$ cat config.mk
export PLATFORM = sky130hd
export DESIGN_NAME = period_meter
export DESIGN_NICKNAME = d
export VERILOG_FILES = /design/src/rtl/period_meter_pkg.sv /design/src/rtl/period_meter_edge_sync.sv /design/src/rtl/period_meter.sv
export SDC_FILE = /design/constraint.sdc
export NUM_CORES = 1
export LEC_CHECK = 0
export ABC_AREA = 1
export CAP_MARGIN = 20
export CELL_PAD_IN_SITES_DETAIL_PLACEMENT = 0
export CELL_PAD_IN_SITES_GLOBAL_PLACEMENT = 1
export CORE_MARGIN = 1.5
export CORE_UTILIZATION = 43
export CTS_BUF_LIST = sky130_fd_sc_hd__clkbuf_4 sky130_fd_sc_hd__clkbuf_8 sky130_fd_sc_hd__clkbuf_16
export DETAILED_ROUTE_END_ITERATION = 10
export GPL_TIMING_DRIVEN = 0
export MAX_ROUTING_LAYER = met4
export PLACE_DENSITY = 0.77
export REMOVE_ABC_BUFFERS = 1
export SLEW_MARGIN = 20
export SYNTH_ARGS = -nofsm -noshare
export SYNTH_HDL_FRONTEND = slang
export SYNTH_SLANG_ARGS = --single-unit
$ cat constraint.sdc
create_clock -name clk -period 2.4 [get_ports clk]
set_clock_uncertainty 0.2 [all_clocks]
set_input_delay 0.36 -clock clk [delete_from_list [all_inputs] [get_ports clk]]
set_output_delay 0.36 -clock clk [all_outputs]
set_load 0.1 [all_outputs]
$ cat src/rtl/period_meter_pkg.sv
// Shared timing definitions for the millisecond generator / meter pair.
package period_meter_pkg;

  // Board clock is 100 MHz, so one millisecond is 100000 cycles.
  localparam int CLKS_PER_MS_DEFAULT = 100000;

  // Measurement FSM states.
  typedef enum logic [1:0] {
    IDLE    = 2'd0,
    MEASURE = 2'd1,
    OVF     = 2'd2
  } state_e;

endpackage

$ cat src/rtl/period_meter_edge_sync.sv
// Two-flop synchroniser with a history flop and rising-edge detect.
// Usable for any asynchronous level input (buttons, sensors).
module period_meter_edge_sync (
  input  logic clk,
  input  logic rst,
  input  logic d_i,
  output logic rise_o
);

  logic s1_q;
  logic s2_q;
  logic s3_q;

  // Synchronise d_i into the clk domain and keep one cycle of history.
  always_ff @(posedge clk or posedge rst) begin
    if (rst) begin
      s1_q <= 1'b0;
      s2_q <= 1'b0;
      s3_q <= 1'b0;
    end else begin
      s1_q <= d_i;
      s2_q <= s1_q;
      s3_q <= s2_q;
    end
  end

  // Rising edge: synchronised level is high and was low one cycle ago.
  assign rise_o = s2_q & ~s3_q;

endmodule

$ cat src/rtl/period_meter.sv
// Measures whole milliseconds between consecutive rising edges of sig_in.
//
// Handshake: valid is a one-cycle strobe; period_ms is stable from the
// cycle valid is high until the next valid (or clear/reset). There is no
// back-pressure: a consumer must capture period_ms while valid is high.
//
// Timing: the prescaler and ms counter restart on each captured edge. If a
// rise and a tick land on the same cycle the rise wins, so the reported
// value is the number of completed ticks strictly before the edge.
module period_meter
  import period_meter_pkg::*;
#(
  parameter int CLKS_PER_MS = CLKS_PER_MS_DEFAULT,
  parameter int MS_WIDTH    = 16
) (
  input  logic                clk,
  input  logic                rst,
  input  logic                sig_in,
  input  logic                clear,
  output logic [MS_WIDTH-1:0] period_ms,
  output logic                valid,
  output logic                overflow,
  output logic                busy,
  output state_e              state_dbg
);

  localparam int PRE_W = (CLKS_PER_MS > 1) ? $clog2(CLKS_PER_MS) : 1;
  localparam logic [PRE_W-1:0]    PRE_MAX = PRE_W'(CLKS_PER_MS - 1);
  localparam logic [MS_WIDTH-1:0] MS_MAX  = '1;

  logic                rise;
  logic                tick;

  state_e              state_q, state_d;
  logic [PRE_W-1:0]    pre_q, pre_d;
  logic [MS_WIDTH-1:0] ms_q, ms_d;
  logic [MS_WIDTH-1:0] period_q, period_d;
  logic                valid_q, valid_d;
  logic                ovf_q, ovf_d;
  logic                busy_q;

  period_meter_edge_sync u_sync (
    .clk    (clk),
    .rst    (rst),
    .d_i    (sig_in),
    .rise_o (rise)
  );

  assign tick = (pre_q == PRE_MAX);

  // Next-state logic for the FSM, prescaler, ms counter and outputs.
  always_comb begin
    state_d  = state_q;
    pre_d    = pre_q;
    ms_d     = ms_q;
    period_d = period_q;
    valid_d  = 1'b0;
    ovf_d    = ovf_q;
    if (clear) begin
      // Re-arm: drop any measurement in progress, including a same-cycle edge.
      state_d  = IDLE;
      pre_d    = '0;
      ms_d     = '0;
      period_d = '0;
      ovf_d    = 1'b0;
    end else begin
      case (state_q)
        IDLE: begin
          pre_d = '0;
          ms_d  = '0;
          if (rise) state_d = MEASURE;
        end
        MEASURE: begin
          if (rise) begin
            period_d = ms_q;
            valid_d  = 1'b1;
            ovf_d    = 1'b0;
            pre_d    = '0;
            ms_d     = '0;
          end else if (tick) begin
            pre_d = '0;
            if (ms_q == MS_MAX) begin
              // Counter saturated: flag it and wait for an edge to re-arm.
              ovf_d   = 1'b1;
              state_d = OVF;
            end else begin
              ms_d = ms_q + 1'b1;
            end
          end else begin
            pre_d = pre_q + 1'b1;
          end
        end
        OVF: begin
          if (rise) begin
            state_d = MEASURE;
            pre_d   = '0;
            ms_d    = '0;
          end
        end
        default: state_d = IDLE;
      endcase
    end
  end

  // State and datapath registers.
  always_ff @(posedge clk or posedge rst) begin
    if (rst) begin
      state_q  <= IDLE;
      pre_q    <= '0;
      ms_q     <= '0;
      period_q <= '0;
      valid_q  <= 1'b0;
      ovf_q    <= 1'b0;
      busy_q   <= 1'b0;
    end else begin
      state_q  <= state_d;
      pre_q    <= pre_d;
      ms_q     <= ms_d;
      period_q <= period_d;
      valid_q  <= valid_d;
      ovf_q    <= ovf_d;
      busy_q   <= (state_d == MEASURE);
    end
  end

  assign period_ms = period_q;
  assign valid     = valid_q;
  assign overflow  = ovf_q;
  assign busy      = busy_q;
  assign state_dbg = state_q;

endmodule

==> results.py <==
metrics = {
    "run": {
        "drv_cap": 0,
    },
    "clocking": {
        "clock_latency_ps": 340,
        "htreeDepth": 3,
        "hold_buffers": 0,
        "postCtsSetupRepairBufs": 0,
        "path_clk_slew_ps": 70,
        "cts_tree": "done",
        "cts_made_buffers": 9,
        "cts.sinks": 57,
        "ctsLongestPathBuffers": 2,
        "ctsRootBufferMaster": "clkbuf_8",
    },
    "layout": {
        "drive_gt1_frac": 0.173,
        "syn_to_final_growth_pct": 16.6,
        "final_cells": 544,
        "fin_nets": 446,
        "diodes": 0,
        "finalInstanceArea_um2": 3740,
    },
    "floorplan": {
        "start_util": 0.442,
        "fp.coreArea_um2": 7250,
        "die-height_um": 89.4,
        "pin_count": 25,
        "dieArea_um2": 7990,
        "rows": 31,
        "die_w_um": 89.4,
    },
    "critical_path": {
        "crit_chain": "clkdlybuf4s50_1",
        "timing.rr.start": "state_dbg[1]",
        "worstPathArrival_ps": 1810,
        "rr_worst_depth": 7,
        "crit_slowest_cell": "clkdlybuf4s50_1",
        "cp_data_required_time_ps": 1840,
        "crit_cells": 1,
        "worstSetupPathType": "reg2out",
        "cpPeakStageDelay_ps": 1130,
        "crit_family": "buffers and inverters",
        "cp-start-kind": "register",
        "crit_fanout": 2,
        "reg2reg_slack_ps": 280,
        "r2r_end": "period_ms[9]",
        "endpoint_kind": "output pin",
        "crit_buf_inv": 1,
    },
    "synthesis": {
        "synth_top_area_share": 0.444,
        "syn_area_um2": 3210,
        "synth_cell_type_count": 32,
        "async_reset_ff_frac": 1.00,
        "synth-seq-cells": 57,
        "synth_area_leader_cell": "dfrtp_1",
        "ys_seq_area_frac": 0.444,
        "synth-edff-count": 0,
        "ys_warn_count": 0,
        "ys.flop_type": "dfrtp_1",
        "synth_cells": 414,
        "synth_most_common_cell": "nand2_1",
        "synth.area.top_cells": "dfrtp_1, nand2_1, nand3_1",
        "avgSynthCellArea_um2": 7.75,
        "synthTopCellsByCount": "nand2_1, dfrtp_1, nand3_1, nor2_1, inv_1",
    },
    "global_route": {
        "grt_usage": 0.219,
        "grt_overflow_total": 0,
        "grt_pass1_vias": 2582,
        "grt_pass1_wl_mm": 12.9,
        "antenna_found_initial": 0,
        "grt_max_degree": 48,
    },
    "min_path": {
        "hold_class": "in2async",
    },
    "sta": {
        "worst_pin_slew_ps": 968,
        "fmax_ghz": 0.423,
        "grt_setup_unrepaired": "no",
        "finalWorstSetupSlack_ps": 34.0,
        "fin_hold_ws_ps": 75.1,
        "setup_viol": 0,
        "final.min_clock_period_ps": 2370,
        "fin_crit_sh": 0.986,
        "final_max_slew_viol_count": 0,
        "relSlewSlack": 0.354,
        "hold_viol_final": 0,
    },
    "drt": {
        "routedWlPerCell_um": 13.8,
        "dr.first_iter.drc_count": 115,
        "drc": 0,
        "wl_mm": 7.52,
        "final_antenna_net_count": 0,
        "vias_per_cell": 5.07,
        "vias": 2757,
        "dr.pass1.iters": 4,
    },
    "placement": {
        "placed_cells": 527,
        "placed_area_um2": 3520,
        "globalplace.congestion": 0.830,
        "numPortBuffers": 24,
        "dp_hpwl_mm": 5.05,
        "pre_cts_ws_ps": -750,
    },
    "status": {
        "status": "completed",
    },
    "pwr": {
        "powerDensity_nw_per_um2": 514,
        "leakage_nw": 1.83,
        "ir_drop_uv": 270,
        "total_power_mw": 1.92,
    },
}
[area by class of cell]
type	instances	area, um^2
Sequential cell	57	1430
Timing Repair Buffer	25	288
Fill cell	718	3510
Multi-Input combinational cell	292	1510
Inverter	55	214
Tap cell	99	124
Clock inverter	3	15.0
Clock buffer	13	166
[cell usage in the layout (no fill, tap or decap)]
cell / Yosys / layout
ha_1: 2 / 2
clkbuf_2: 0 / 1
nand3_1: 44 / 44
nand2_4: 2 / 2
clkdlybuf4s50_1: 0 / 4
dlygate4sd2_1: 0 / 6
nor2_1: 44 / 44
o21ai_2: 7 / 7
nor2_4: 4 / 5
nor2_2: 6 / 6
inv_1: 43 / 42
o21bai_1: 1 / 1
clkinv_1: 1 / 1
nor2_8: 1 / 1
nand3_2: 12 / 12
clkinv_2: 0 / 3
o21ai_0: 23 / 23
nand3b_1: 1 / 1
clkbuf_4: 0 / 2
nor3b_1: 2 / 2
nand4_1: 11 / 11
nand2_2: 11 / 12
nor3_1: 12 / 12
inv_4: 1 / 3
dlymetal6s2s_1: 0 / 13
clkbuf_8: 0 / 11
buf_16: 0 / 1
o21ai_1: 2 / 2
a21oi_1: 14 / 14
dfrtp_1: 57 / 57
inv_2: 10 / 9
a22o_1: 1 / 1
nand2_1: 89 / 88
or2_2: 2 / 2
[sequential cells by signal, summed over array words and instances, names as in the netlist]
| signal | flops |
|---|---|
| u_sync.s3_q | 1 |
| u_sync.s2_q | 1 |
| busy | 1 |
| overflow | 1 |
| period_ms | 16 |
| u_sync.s1_q | 1 |
| pre_q | 17 |
| valid | 1 |
| ms_q | 16 |
| state_dbg | 2 |
[per-layer routing]
metal | share of wire | track usage | up-vias
met3 | 0.042 | 0.0443 | 10
met1 | 0.51 | 0.319 | 1303
met5 | 0 | - | -
li1 | - | - | 1400
met4 | 0.014 | 0.0629 | 0
met2 | 0.44 | 0.307 | 44
[where the power goes]
group          total [mW]  leakage [nW]  switching (mW)  internal [mW]
Sequential          0.973         0.788         0.00566          0.968
Combinational       0.120         0.946          0.0970         0.0233
Clock               0.831         0.100           0.382          0.449
Total                1.92          1.83           0.485           1.44
[per-stage QoR]
| step | util | TNS, ps |
|---|---|---|
| after global routing | 0.516 | 0 |
| after floorplan | - | -48.4 |
| after detailed placement | 0.486 | -16490 |
| after global placement | 0.482 | -59890 |
| final | 0.516 | 0 |
| after CTS | 0.510 | 0 |
[logic make-up (layout without fill, tap and decap cells)]
| family | after synthesis | after routing | synth area share |
|---|---|---|---|
| and+or+nand+nor | 241 | 242 | 0.373 |
| buffers and inverters | 66 | 96 | 0.0897 |
| DFF | 57 | 57 | 0.444 |
| AOI/OAI and AO/OA | 48 | 48 | 0.0850 |
| adders and majority gates | 2 | 2 | 0.00780 |
[timing repair]
item                       4_1_cts  5_1_grt
hold endpoints to repair         0        0
gates cloned                     0        1
setup endpoints to repair       35       24
resized for setup                9       15
pin swaps                        0        1
[how the worst max path moves through the flow]
stage / from / to / slack [ps]
after global routing: period_ms[10] / period_ms[10] / 1
final: period_ms[10] / period_ms[10] / 30
after detailed placement: clear / ms_q[13] / -750
after floorplan: state_dbg[1] / ms_q[10] / -6
after global placement: rst / period_ms[1] / -770
after CTS: period_ms[8] / period_ms[8] / 0.9
Note: power is estimated with default switching activity, not from simulation.
